File: config.mk
export PLATFORM = sky130hd
export DESIGN_NAME = iq_filter_seq_flat
export DESIGN_NICKNAME = d
export VERILOG_FILES = /design/src/rtl/iq_filter_seq_if.sv /design/src/rtl/iq_filter_seq.sv /design/src/flat_wrapper.sv
export SDC_FILE = /design/constraint.sdc
export NUM_CORES = 1
export LEC_CHECK = 0
export BUFFER_PORTS_ARGS = -buffer_cell sky130_fd_sc_hd__clkbuf_2
export CORE_MARGIN = 4
export CORE_UTILIZATION = 45
export CTS_BUF_LIST = sky130_fd_sc_hd__clkbuf_4
export DETAILED_ROUTE_END_ITERATION = 8
export GPL_ROUTABILITY_DRIVEN = 0
export PLACE_DENSITY = 0.64
export SYNTH_ARGS = -nofsm -noshare
export SYNTH_HDL_FRONTEND = slang
export SYNTH_SLANG_ARGS = --single-unit
File: constraint.sdc
create_clock -name clk -period 4.5 [get_ports clk]
set_input_delay 0.225 -clock clk [delete_from_list [all_inputs] [get_ports clk]]
set_output_delay 0.225 -clock clk [all_outputs]
set_load 0.02 [all_outputs]
File: src/rtl/iq_filter_seq_if.sv
// Bus bundle between the IQ filter sequencer, the ADC front end and the I/Q filter pair.
// slave = sequencer view, master = environment (ADC + filters) view.
interface iq_filter_seq_if #(
   parameter int DATA_W = 5
);
   logic              adc_valid;
   logic [DATA_W-1:0] adc_i;
   logic [DATA_W-1:0] adc_q;
   logic              adc_ready;
   logic              filt_in_valid;
   logic [DATA_W-1:0] filt_in_i;
   logic [DATA_W-1:0] filt_in_q;
   logic              filt_out_valid_i;
   logic              filt_out_valid_q;
   logic [DATA_W-1:0] filt_out_i;
   logic [DATA_W-1:0] filt_out_q;
   logic              iq_valid;
   logic [DATA_W-1:0] iq_i;
   logic [DATA_W-1:0] iq_q;

   modport slave (
      input  adc_valid, adc_i, adc_q,
      output adc_ready,
      output filt_in_valid, filt_in_i, filt_in_q,
      input  filt_out_valid_i, filt_out_valid_q, filt_out_i, filt_out_q,
      output iq_valid, iq_i, iq_q
   );

   modport master (
      output adc_valid, adc_i, adc_q,
      input  adc_ready,
      input  filt_in_valid, filt_in_i, filt_in_q,
      output filt_out_valid_i, filt_out_valid_q, filt_out_i, filt_out_q,
      input  iq_valid, iq_i, iq_q
   );
endinterface

File: src/rtl/iq_filter_seq.sv
// I/Q channel-filter sequencer: buffers ADC pairs, issues them on a fixed slot cadence
// to both filters and re-pairs the two filter outputs, flagging I/Q desync.
module iq_filter_seq #(
   parameter int DATA_W       = 5,
   parameter int FIFO_DEPTH   = 4,
   parameter int FRAME_LEN    = 5,
   parameter int ACTIVE_SLOTS = 4,
   parameter int SKEW_MAX     = 3
) (
   input  logic                clk,
   input  logic                resetn,
   input  logic                enable,
   input  logic                err_clr,
   iq_filter_seq_if.slave      bus,
   output logic                sync_err,
   output logic                overflow,
   output logic [7:0]          underrun_cnt
);
   localparam int PTR_W  = (FIFO_DEPTH > 1) ? $clog2(FIFO_DEPTH) : 1;
   localparam int CNT_W  = $clog2(FIFO_DEPTH + 1);
   localparam int SLOT_W = $clog2(FRAME_LEN);
   localparam int SKEW_W = (SKEW_MAX > 1) ? $clog2(SKEW_MAX) : 1;

   typedef struct packed {
      logic [DATA_W-1:0] i;
      logic [DATA_W-1:0] q;
   } pair_t;

   typedef enum logic [1:0] {WAIT_BOTH, HAVE_I, HAVE_Q} pair_st_t;

   // ---------------- input FIFO + issue cadence ----------------
   pair_t             mem_q [FIFO_DEPTH];
   pair_t             mem_d [FIFO_DEPTH];
   logic [PTR_W-1:0]  wr_ptr_q, wr_ptr_d, rd_ptr_q, rd_ptr_d;
   logic [CNT_W-1:0]  count_q, count_d;
   logic [SLOT_W-1:0] slot_cnt_q, slot_cnt_d;
   logic              filt_in_valid_q, filt_in_valid_d;
   pair_t             filt_in_q, filt_in_d;
   logic              overflow_q, overflow_d;
   logic [7:0]        underrun_cnt_q, underrun_cnt_d;
   logic              full, empty, push, pop, slot_active, underrun;

   assign full        = (count_q == CNT_W'(FIFO_DEPTH));
   assign empty       = (count_q == '0);
   // Push is gated by full alone: a same-cycle pop never makes room for a push.
   assign push        = bus.adc_valid && !full;
   assign slot_active = enable && (slot_cnt_q < SLOT_W'(ACTIVE_SLOTS));
   assign pop         = slot_active && !empty;
   assign underrun    = slot_active && empty;

   always_comb begin
      mem_d           = mem_q;
      wr_ptr_d        = wr_ptr_q;
      rd_ptr_d        = rd_ptr_q;
      count_d         = count_q + CNT_W'(push) - CNT_W'(pop);
      slot_cnt_d      = '0;
      filt_in_valid_d = pop;
      filt_in_d       = filt_in_q;
      overflow_d      = overflow_q;
      underrun_cnt_d  = underrun_cnt_q;
      if (push) begin
         mem_d[wr_ptr_q] = '{i: bus.adc_i, q: bus.adc_q};
         wr_ptr_d        = wr_ptr_q + PTR_W'(1);
      end
      if (pop) begin
         filt_in_d = mem_q[rd_ptr_q];
         rd_ptr_d  = rd_ptr_q + PTR_W'(1);
      end
      if (enable && (slot_cnt_q != SLOT_W'(FRAME_LEN - 1)))
         slot_cnt_d = slot_cnt_q + SLOT_W'(1);
      // Clear first so a same-cycle set event takes precedence.
      if (err_clr) begin
         overflow_d     = 1'b0;
         underrun_cnt_d = '0;
      end
      if (bus.adc_valid && full) overflow_d = 1'b1;
      if (underrun && (underrun_cnt_d != 8'hFF)) underrun_cnt_d = underrun_cnt_d + 8'd1;
   end

   always_ff @(posedge clk or negedge resetn) begin
      if (!resetn) begin
         for (int k = 0; k < FIFO_DEPTH; k++) mem_q[k] <= '0;
         wr_ptr_q        <= '0;
         rd_ptr_q        <= '0;
         count_q         <= '0;
         slot_cnt_q      <= '0;
         filt_in_valid_q <= 1'b0;
         filt_in_q       <= '0;
         overflow_q      <= 1'b0;
         underrun_cnt_q  <= '0;
      end else begin
         mem_q           <= mem_d;
         wr_ptr_q        <= wr_ptr_d;
         rd_ptr_q        <= rd_ptr_d;
         count_q         <= count_d;
         slot_cnt_q      <= slot_cnt_d;
         filt_in_valid_q <= filt_in_valid_d;
         filt_in_q       <= filt_in_d;
         overflow_q      <= overflow_d;
         underrun_cnt_q  <= underrun_cnt_d;
      end
   end

   // ---------------- output re-pairing FSM ----------------
   pair_st_t          st_q, st_d;
   logic [DATA_W-1:0] hold_q, hold_d;
   logic [SKEW_W-1:0] skew_q, skew_d;
   logic              iq_valid_q, iq_valid_d;
   pair_t             iq_q, iq_d;
   logic              sync_err_q, sync_err_d;
   logic              sync_set;
   logic              vi, vq;

   assign vi = bus.filt_out_valid_i;
   assign vq = bus.filt_out_valid_q;

   always_comb begin
      st_d       = st_q;
      hold_d     = hold_q;
      skew_d     = skew_q;
      iq_valid_d = 1'b0;
      iq_d       = iq_q;
      sync_set   = 1'b0;
      case (st_q)
         WAIT_BOTH: begin
            if (vi && vq) begin
               iq_valid_d = 1'b1;
               iq_d       = '{i: bus.filt_out_i, q: bus.filt_out_q};
            end else if (vi) begin
               hold_d = bus.filt_out_i;
               skew_d = '0;
               st_d   = HAVE_I;
            end else if (vq) begin
               hold_d = bus.filt_out_q;
               skew_d = '0;
               st_d   = HAVE_Q;
            end
         end
         HAVE_I: begin
            if (vi) begin
               // A second I before its Q: the older I is orphaned.
               sync_set = 1'b1;
               if (vq) begin
                  iq_valid_d = 1'b1;
                  iq_d       = '{i: bus.filt_out_i, q: bus.filt_out_q};
                  st_d       = WAIT_BOTH;
               end else begin
                  hold_d = bus.filt_out_i;
                  skew_d = '0;
               end
            end else if (vq) begin
               iq_valid_d = 1'b1;
               iq_d       = '{i: hold_q, q: bus.filt_out_q};
               st_d       = WAIT_BOTH;
            end else if (skew_q == SKEW_W'(SKEW_MAX - 1)) begin
               sync_set = 1'b1;
               st_d     = WAIT_BOTH;
            end else begin
               skew_d = skew_q + SKEW_W'(1);
            end
         end
         HAVE_Q: begin
            if (vq) begin
               sync_set = 1'b1;
               if (vi) begin
                  iq_valid_d = 1'b1;
                  iq_d       = '{i: bus.filt_out_i, q: bus.filt_out_q};
                  st_d       = WAIT_BOTH;
               end else begin
                  hold_d = bus.filt_out_q;
                  skew_d = '0;
               end
            end else if (vi) begin
               iq_valid_d = 1'b1;
               iq_d       = '{i: bus.filt_out_i, q: hold_q};
               st_d       = WAIT_BOTH;
            end else if (skew_q == SKEW_W'(SKEW_MAX - 1)) begin
               sync_set = 1'b1;
               st_d     = WAIT_BOTH;
            end else begin
               skew_d = skew_q + SKEW_W'(1);
            end
         end
         default: st_d = WAIT_BOTH;
      endcase
      sync_err_d = sync_set ? 1'b1 : (err_clr ? 1'b0 : sync_err_q);
   end

   always_ff @(posedge clk or negedge resetn) begin
      if (!resetn) begin
         st_q       <= WAIT_BOTH;
         hold_q     <= '0;
         skew_q     <= '0;
         iq_valid_q <= 1'b0;
         iq_q       <= '0;
         sync_err_q <= 1'b0;
      end else begin
         st_q       <= st_d;
         hold_q     <= hold_d;
         skew_q     <= skew_d;
         iq_valid_q <= iq_valid_d;
         iq_q       <= iq_d;
         sync_err_q <= sync_err_d;
      end
   end

   assign bus.adc_ready     = !full;
   assign bus.filt_in_valid = filt_in_valid_q;
   assign bus.filt_in_i     = filt_in_q.i;
   assign bus.filt_in_q     = filt_in_q.q;
   assign bus.iq_valid      = iq_valid_q;
   assign bus.iq_i          = iq_q.i;
   assign bus.iq_q          = iq_q.q;
   assign sync_err          = sync_err_q;
   assign overflow          = overflow_q;
   assign underrun_cnt      = underrun_cnt_q;
endmodule

File: src/flat_wrapper.sv
// flat-port wrapper written by rule: the top's interface ports become plain ports
module iq_filter_seq_flat 
#(
   parameter int DATA_W       = 5,
   parameter int FIFO_DEPTH   = 4,
   parameter int FRAME_LEN    = 5,
   parameter int ACTIVE_SLOTS = 4,
   parameter int SKEW_MAX     = 3
)
  (clk, resetn, enable, err_clr, sync_err, overflow, underrun_cnt, bus_adc_valid, bus_adc_i, bus_adc_q, bus_adc_ready, bus_filt_in_valid, bus_filt_in_i, bus_filt_in_q, bus_filt_out_valid_i, bus_filt_out_valid_q, bus_filt_out_i, bus_filt_out_q, bus_iq_valid, bus_iq_i, bus_iq_q);
  iq_filter_seq_if #(.DATA_W(DATA_W)) bus_i ();
  input  logic clk;
  input  logic resetn;
  input  logic enable;
  input  logic err_clr;
  output logic sync_err;
  output logic overflow;
  output logic [7:0] underrun_cnt;
  input wire logic [$bits(bus_i.adc_valid)-1:0] bus_adc_valid;
  input wire logic [$bits(bus_i.adc_i)-1:0] bus_adc_i;
  input wire logic [$bits(bus_i.adc_q)-1:0] bus_adc_q;
  output wire logic [$bits(bus_i.adc_ready)-1:0] bus_adc_ready;
  output wire logic [$bits(bus_i.filt_in_valid)-1:0] bus_filt_in_valid;
  output wire logic [$bits(bus_i.filt_in_i)-1:0] bus_filt_in_i;
  output wire logic [$bits(bus_i.filt_in_q)-1:0] bus_filt_in_q;
  input wire logic [$bits(bus_i.filt_out_valid_i)-1:0] bus_filt_out_valid_i;
  input wire logic [$bits(bus_i.filt_out_valid_q)-1:0] bus_filt_out_valid_q;
  input wire logic [$bits(bus_i.filt_out_i)-1:0] bus_filt_out_i;
  input wire logic [$bits(bus_i.filt_out_q)-1:0] bus_filt_out_q;
  output wire logic [$bits(bus_i.iq_valid)-1:0] bus_iq_valid;
  output wire logic [$bits(bus_i.iq_i)-1:0] bus_iq_i;
  output wire logic [$bits(bus_i.iq_q)-1:0] bus_iq_q;
  assign bus_i.adc_valid = bus_adc_valid;
  assign bus_i.adc_i = bus_adc_i;
  assign bus_i.adc_q = bus_adc_q;
  assign bus_adc_ready = bus_i.adc_ready;
  assign bus_filt_in_valid = bus_i.filt_in_valid;
  assign bus_filt_in_i = bus_i.filt_in_i;
  assign bus_filt_in_q = bus_i.filt_in_q;
  assign bus_i.filt_out_valid_i = bus_filt_out_valid_i;
  assign bus_i.filt_out_valid_q = bus_filt_out_valid_q;
  assign bus_i.filt_out_i = bus_filt_out_i;
  assign bus_i.filt_out_q = bus_filt_out_q;
  assign bus_iq_valid = bus_i.iq_valid;
  assign bus_iq_i = bus_i.iq_i;
  assign bus_iq_q = bus_i.iq_q;
  iq_filter_seq #(.DATA_W(DATA_W), .FIFO_DEPTH(FIFO_DEPTH), .FRAME_LEN(FRAME_LEN), .ACTIVE_SLOTS(ACTIVE_SLOTS), .SKEW_MAX(SKEW_MAX)) u_core (.clk(clk), .resetn(resetn), .enable(enable), .err_clr(err_clr), .bus(bus_i), .sync_err(sync_err), .overflow(overflow), .underrun_cnt(underrun_cnt));
endmodule
# Word-level counts from Yosys, hierarchy flattened
# Cells that the tools add are included.
[classes]
n_shift = 0
n_addsub = 7
bitwise_logic = 2
div = 0
n_mul = 0
n_reduce_logical = 20
n_mux = 59
n_eq_ne = 17
magnitude_cmp = 4
[ops]
columns = ["cell", "n"]
rows = [
  ["two-way mux 10 bit", 10],
  ["bitwise mux 40 bit", 1],
  ["two-way mux 2 bit", 19],
  ["two-way mux 5 bit", 7],
  ["one-hot mux 10 bit (3 select lines)", 1],
  ["binary-select mux 10 bit (select 2 bit)", 1],
  ["demux 10 bit (select 2 bit)", 1],
  ["two-way mux 8 bit", 2],
  ["one-hot mux 5 bit (3 select lines)", 1],
  ["inequality test 2 bit (second input constant)", 7],
  ["inequality test 3 bit (second input constant)", 4],
  ["one-hot mux 2 bit (3 select lines)", 2],
  ["two-way mux 1 bit", 11],
  ["logical AND 1 bit", 9],
  ["adder 8 x 1 -> 8 bit (second input constant)", 1],
  ["inequality test 8 bit (second input constant)", 1],
  ["AND reduction 4 bit", 2],
  ["AND reduction 7 bit", 1],
  ["adder 2 x 1 -> 2 bit (second input constant)", 3],
  ["greater-or-equal comparator 3 bit (second input constant)", 2],
  ["inverter 2 -> 3 bit", 2],
  ["AND reduction 5 bit", 1],
  ["equality test 2 bit (second input constant)", 2],
  ["nonzero test 2 bit", 2],
  ["15 further kinds", 16],
]
[totals]
mem_count = 0
latchBits = 0
romBits = 0
inputBits = 27
wordCells = 133
out_inout_bits = 33
ff_bits = 91
ramBits = 0

# Depth between registers and ports, before layout
[logic_depth]
word_depth = 6
depth_mapped = 8
mapped_depth_nobuf = 7

# Least setup slack after synthesis
# OpenSTA, ideal clock, no wires.
[synth_timing]
path_type = "register to register"
start = "reg u_core.count_q[1]"
end = "reg u_core.count_q[2]"
t_required_ns = 4.377
t_arrival_ns = 1.909
setup_ns = 0.123
slack_ns = 2.468
synth_period_minus_slack_ns = 2.032
path_stages_with_launch = 9
n_path_buf = 1
path_cell_list = "dfrtp_1 -> nor3_1 -> nor3b_1 -> buf_4 -> ha_1 -> inv_1 -> ha_1 -> fa_1 -> xnor2_1"
[synth_between]
elab_cells_between_ends = 8
cone_classes = "2 x add/sub; 1 x eq/ne; 5 x reduce/logical"
[synth_rtl]
columns = ["element", "line", "rtl"]
rows = [
  ["start, declared", "iq_filter_seq.sv:35", "logic [CNT_W-1:0] count_q, count_d;"],
  ["start signal, assigned", "iq_filter_seq.sv:95", "count_q <= count_d;"],
  ["logical NOT 3 bit", "iq_filter_seq.sv:44", "assign empty = (count_q == '0);"],
  ["logical NOT 1 bit", "iq_filter_seq.sv:48", "assign pop = slot_active && !empty;"],
  ["logical AND 1 bit", "iq_filter_seq.sv:48", ""],
  ["named net u_core.filt_in_valid_d", "iq_filter_seq.sv:37", "logic filt_in_valid_q, filt_in_valid_d;"],
  ["subtractor 3 x 1 -> 3 bit", "iq_filter_seq.sv:55", "count_d = count_q + CNT_W'(push) - CNT_W'(pop);"],
  ["named net u_core.count_d[2]", "iq_filter_seq.sv:35", ""],
]
# The timed path passes the listed nets, and every way through them passes these cells.
# A chain may end at the register's enable or synchronous reset.

# Final worst setup path
[layout_timing]
start = "reg u_core.count_q[2]"
end = "reg u_core.count_q[1]"
[layout_between]
elab_chain_cells = 5
elab_cells_between_ends = 8
cone_classes = "2 x add/sub; 1 x eq/ne; 5 x reduce/logical"
[layout_rtl]
columns = ["element", "line", "rtl"]
rows = [
  ["equality test 3 bit", "iq_filter_seq.sv:43", "assign full = (count_q == CNT_W'(FIFO_DEPTH));"],
  ["logical NOT 1 bit", "iq_filter_seq.sv:46", "assign push = bus.adc_valid && !full;"],
  ["logical AND 1 bit", "iq_filter_seq.sv:46", ""],
  ["adder 3 x 1 -> 3 bit", "iq_filter_seq.sv:55", ""],
  ["subtractor 3 x 1 -> 3 bit (*)", "iq_filter_seq.sv:55", ""],
  ["named net u_core.count_d[1]", "iq_filter_seq.sv:35", ""],
]
# Mark *: on every way through the listed nets, which the timed path passes. The rest lies on a longest branch.

==> flow_summary.ini <==
[clocking]
clk_pin_slew_ns = 0.16
cts_made_buffers = 9
cts_buffer_depth = 2
cts_sinks = 91
cts_tree = yes
ctsResizeCount = 0
insertion_delay_ns = 0.43
cts_setup_buffers = 0
holdBufCountCts = 2
cts_htree_levels = 3
cts-root-buf = clkbuf_4

[floorplan]
fp.dieW_um = 107.6
fp-row-count = 36
die_height_um = 107.6
core_um2 = 9729
pin_count = 60
start_util_pct = 45.87
fp.dieArea_um2 = 11580

[route]
via_per_inst = 5.290
routed_wl_um = 8585
wire_per_inst_um = 15.75
drtIter0Drc = 128
vias = 2883
firstDrtPassIters = 4
drc = 0
ant_nets = 0

[synthesis]
synth.distinct_cells = 47
yosys.area_share.adder_pct = 4.654
synthFlopType = dfrtp_1
yosysSeqAreaShare_pct = 51.02
avgSynthCellArea_um2 = 12.97
synth_top_family_by_area = multiplexers
synth_edf_count = 0
yosys_warnings = 0
synthMuxAreaShare_pct = 21.92
syn_nets = 387
synth_compound_area_share_pct = 7.597
yosys.area_share.xor_xnor_pct = 2.159
syn-cell-area_um2 = 4463
syn_inst = 344
yosys.area_share.simple_pct = 10.01
async_reset_ff_share_pct = 100.0
synth_seq_cells = 91

[placed_design]
pre_cts_slack_ns = 2.272
dpl.hpwl_um = 6008
portBuffers = 59

[status]
run_status = completed

[hold_path]
whs_path_depth = 2
min_from = enable
holdCritPathClass = in2reg
hold_end = u_core.slot_cnt_q[2]$_DFF_PN0_

[timing]
hold_viol = 0
finalSetupViolCount = 0
fin_skew_ns = 0.02233
fin_tns_setup_ns = 0
fmax_mhz = 446.5
grt_setup_unrepaired = false
post-route-period-util_pct = 49.77
final.min_clock_period_ns = 2.240
slew_headroom_pct = 31.06
tightest_slew_ns = 1.032
slew_viol_final = 0
worst_slack_ns = 2.260

[setup_path]
critPathLaunchType = register
r2r_start = u_core.count_q[2]$_DFF_PN0_
path_buf_inv = 0
reg2reg_depth = 4
path_max_fanout = 8
slowest_stage = nor2b_1
max_stage_delay_ns = 0.80
worst_ep_required_time_ns = 4.81
reg2reg_to = u_core.count_q[1]$_DFF_PN0_
worstSetupPathType = reg2reg
cp-end-kind = register
r2r_slack_ns = 2.26
crit_arrival_ns = 2.55
cp_cell_sequence = nor3b_1 -> nor2b_1 -> ha_1 -> fa_1
cpLargestDelayFamily = simple AND/OR/NAND/NOR gates

[pwr]
power_density_nw_per_um2 = 674.2
leakagePower_nw = 2.306
max-vdd-ir-drop_uv = 301.8

[global_routing]
grt_pass1_wl_um = 14580
grt_max_degree = 60
overflow = 0
grt_antenna_before_repair = 0
track_usage_pct = 15.85
first_global_vias = 3021

[finish]
nNetsFinal = 450
n_antenna_cell = 0
drive_gt1_share_pct = 40.05
syn_to_final_growth_pct = 13.48

[job]
cap_violations = 0
## stage by stage
step                total power, mW  instance area, µm²  instances  util, %  hold WS (ns)
global route                  3.676                5065        545    52.06       0.01646
CTS                           3.463                5065        545    52.06      0.001637
global placement              2.932                4897        527    50.33        0.1950
detailed placement            2.987                4897        527    50.33        0.1985
floorplan                     2.582                4463        344        -      -0.07059
finish                        3.414                5065        545    52.06       0.02559
## cells in the mapped netlist (all sizes together), types with 2 or more instances
cell | number | share of area [%]
a22o | 7 | 1.4
mux2 | 66 | 17
buf | 6 | 0.70
clkbuf | 5 | 0.42
and3 | 2 | 0.28
nand3b | 2 | 0.34
nand3 | 6 | 0.67
a211oi | 5 | 1.1
inv | 18 | 1.5
mux4 | 10 | 5.0
dfrtp | 91 | 51
a21oi | 8 | 0.90
nor4 | 3 | 0.70
nor2 | 10 | 0.84
nand2 | 16 | 2.0
nand2b | 10 | 1.4
and3b | 3 | 0.59
xnor2 | 8 | 1.6
xor2 | 3 | 0.59
nor3b | 4 | 0.67
nor3 | 3 | 0.34
nor2b | 5 | 0.70
and2 | 4 | 0.56
a221oi | 4 | 0.78
o22ai | 2 | 0.28
o21ai | 13 | 1.5
ha | 15 | 4.2
or2b | 2 | 0.34
## where the power goes
group	internal [mW]	switching, mW
Combinational	0.800	0.717
Sequential	1.18	0.249
Clock	0.182	0.282
Total	2.17	1.25
## registers in the layout, indices dropped and copies added (netlist names)
signal,flops
u_core.wr_ptr_q,2
u_core.rd_ptr_q,2
u_core.bus.iq_i,5
u_core.bus.filt_in_q,5
u_core.bus.filt_in_i,5
u_core.bus.iq_valid,1
u_core.overflow,1
u_core.skew_q,2
u_core.underrun_cnt,8
u_core.count_q,3
u_core.slot_cnt_q,3
u_core.hold_q,5
u_core.sync_err,1
u_core.mem_q,40
u_core.st_q,2
u_core.bus.filt_in_valid,1
u_core.bus.iq_q,5
## area by class of cell
cell class | count | area, µm²
flip-flops and latches | 91 | 2277
inverters | 18 | 67.56
repair buffers | 63 | 332.8
multi-input cells | 224 | 2073
well taps | 133 | 166.4
clock buffers | 10 | 75.07
fillers | 887 | 4664
clock inverters | 6 | 72.57
## layer usage
metal,routed length [µm],vias to the layer above,global-route usage (%)
li1,-,1358,-
met5,0,-,0
met4,135,0,5.951
met3,216,13,2.160
met2,4189,44,25.67
met1,4043,1468,21.78
## cell families after synthesis
family | count (synthesis)
AOI/OAI and AO/OA | 47
muxes | 77
DFF | 91
buffers and inverters | 29
and+or+nand+nor | 73
xor gates and xnor gates | 11
adders and majority gates | 16
## worst max path at each step
stage / endpoint / from / depth (start not counted)
finish: u_core.count_q[1]$_DFF_PN0_ / u_core.count_q[2]$_DFF_PN0_ / 4
global route: u_core.bus.iq_i[2]$_DFFE_PN0P_ / u_core.st_q[1]$_DFFE_PN0P_ / 6
CTS: u_core.count_q[1]$_DFF_PN0_ / u_core.count_q[2]$_DFF_PN0_ / 4
detailed placement: u_core.count_q[1]$_DFF_PN0_ / u_core.count_q[2]$_DFF_PN0_ / 4
global placement: u_core.count_q[1]$_DFF_PN0_ / u_core.count_q[2]$_DFF_PN0_ / 4
floorplan: u_core.count_q[2]$_DFF_PN0_ / u_core.count_q[1]$_DFF_PN0_ / 8
## worst reg2reg max path: cells and delay by family (launching register included)
family | cells | cell delay [ns]
adders and majority gates | 2 | 0.72
DFF | 1 | 0.43
and+or+nand+nor | 2 | 0.98
## placed cells by master (no fill, tap or decap), types with 2 or more instances in the layout
master / instances
mux4_2: 10
nor3_1: 3
a21oi_1: 8
xnor2_1: 8
and2_1: 4
clkbuf_2: 58
clkinv_4: 2
and3_1: 2
buf_4: 3
nor4_2: 2
nor2b_1: 5
nor3b_1: 3
inv_1: 17
nand2b_1: 10
dlygate4sd3_1: 2
nand2_4: 4
o21ai_0: 13
nand3b_1: 2
ha_1: 15
dfrtp_1: 91
clkbuf_4: 10
nand2_1: 12
a221oi_1: 4
nor2_1: 10
and3b_1: 3
a211oi_1: 4
xor2_1: 3
nand3_1: 6
a22o_1: 7
o22ai_1: 2
inv_6: 2
or2b_1: 2
mux2_2: 66
Power figures use the tool's default switching activity.
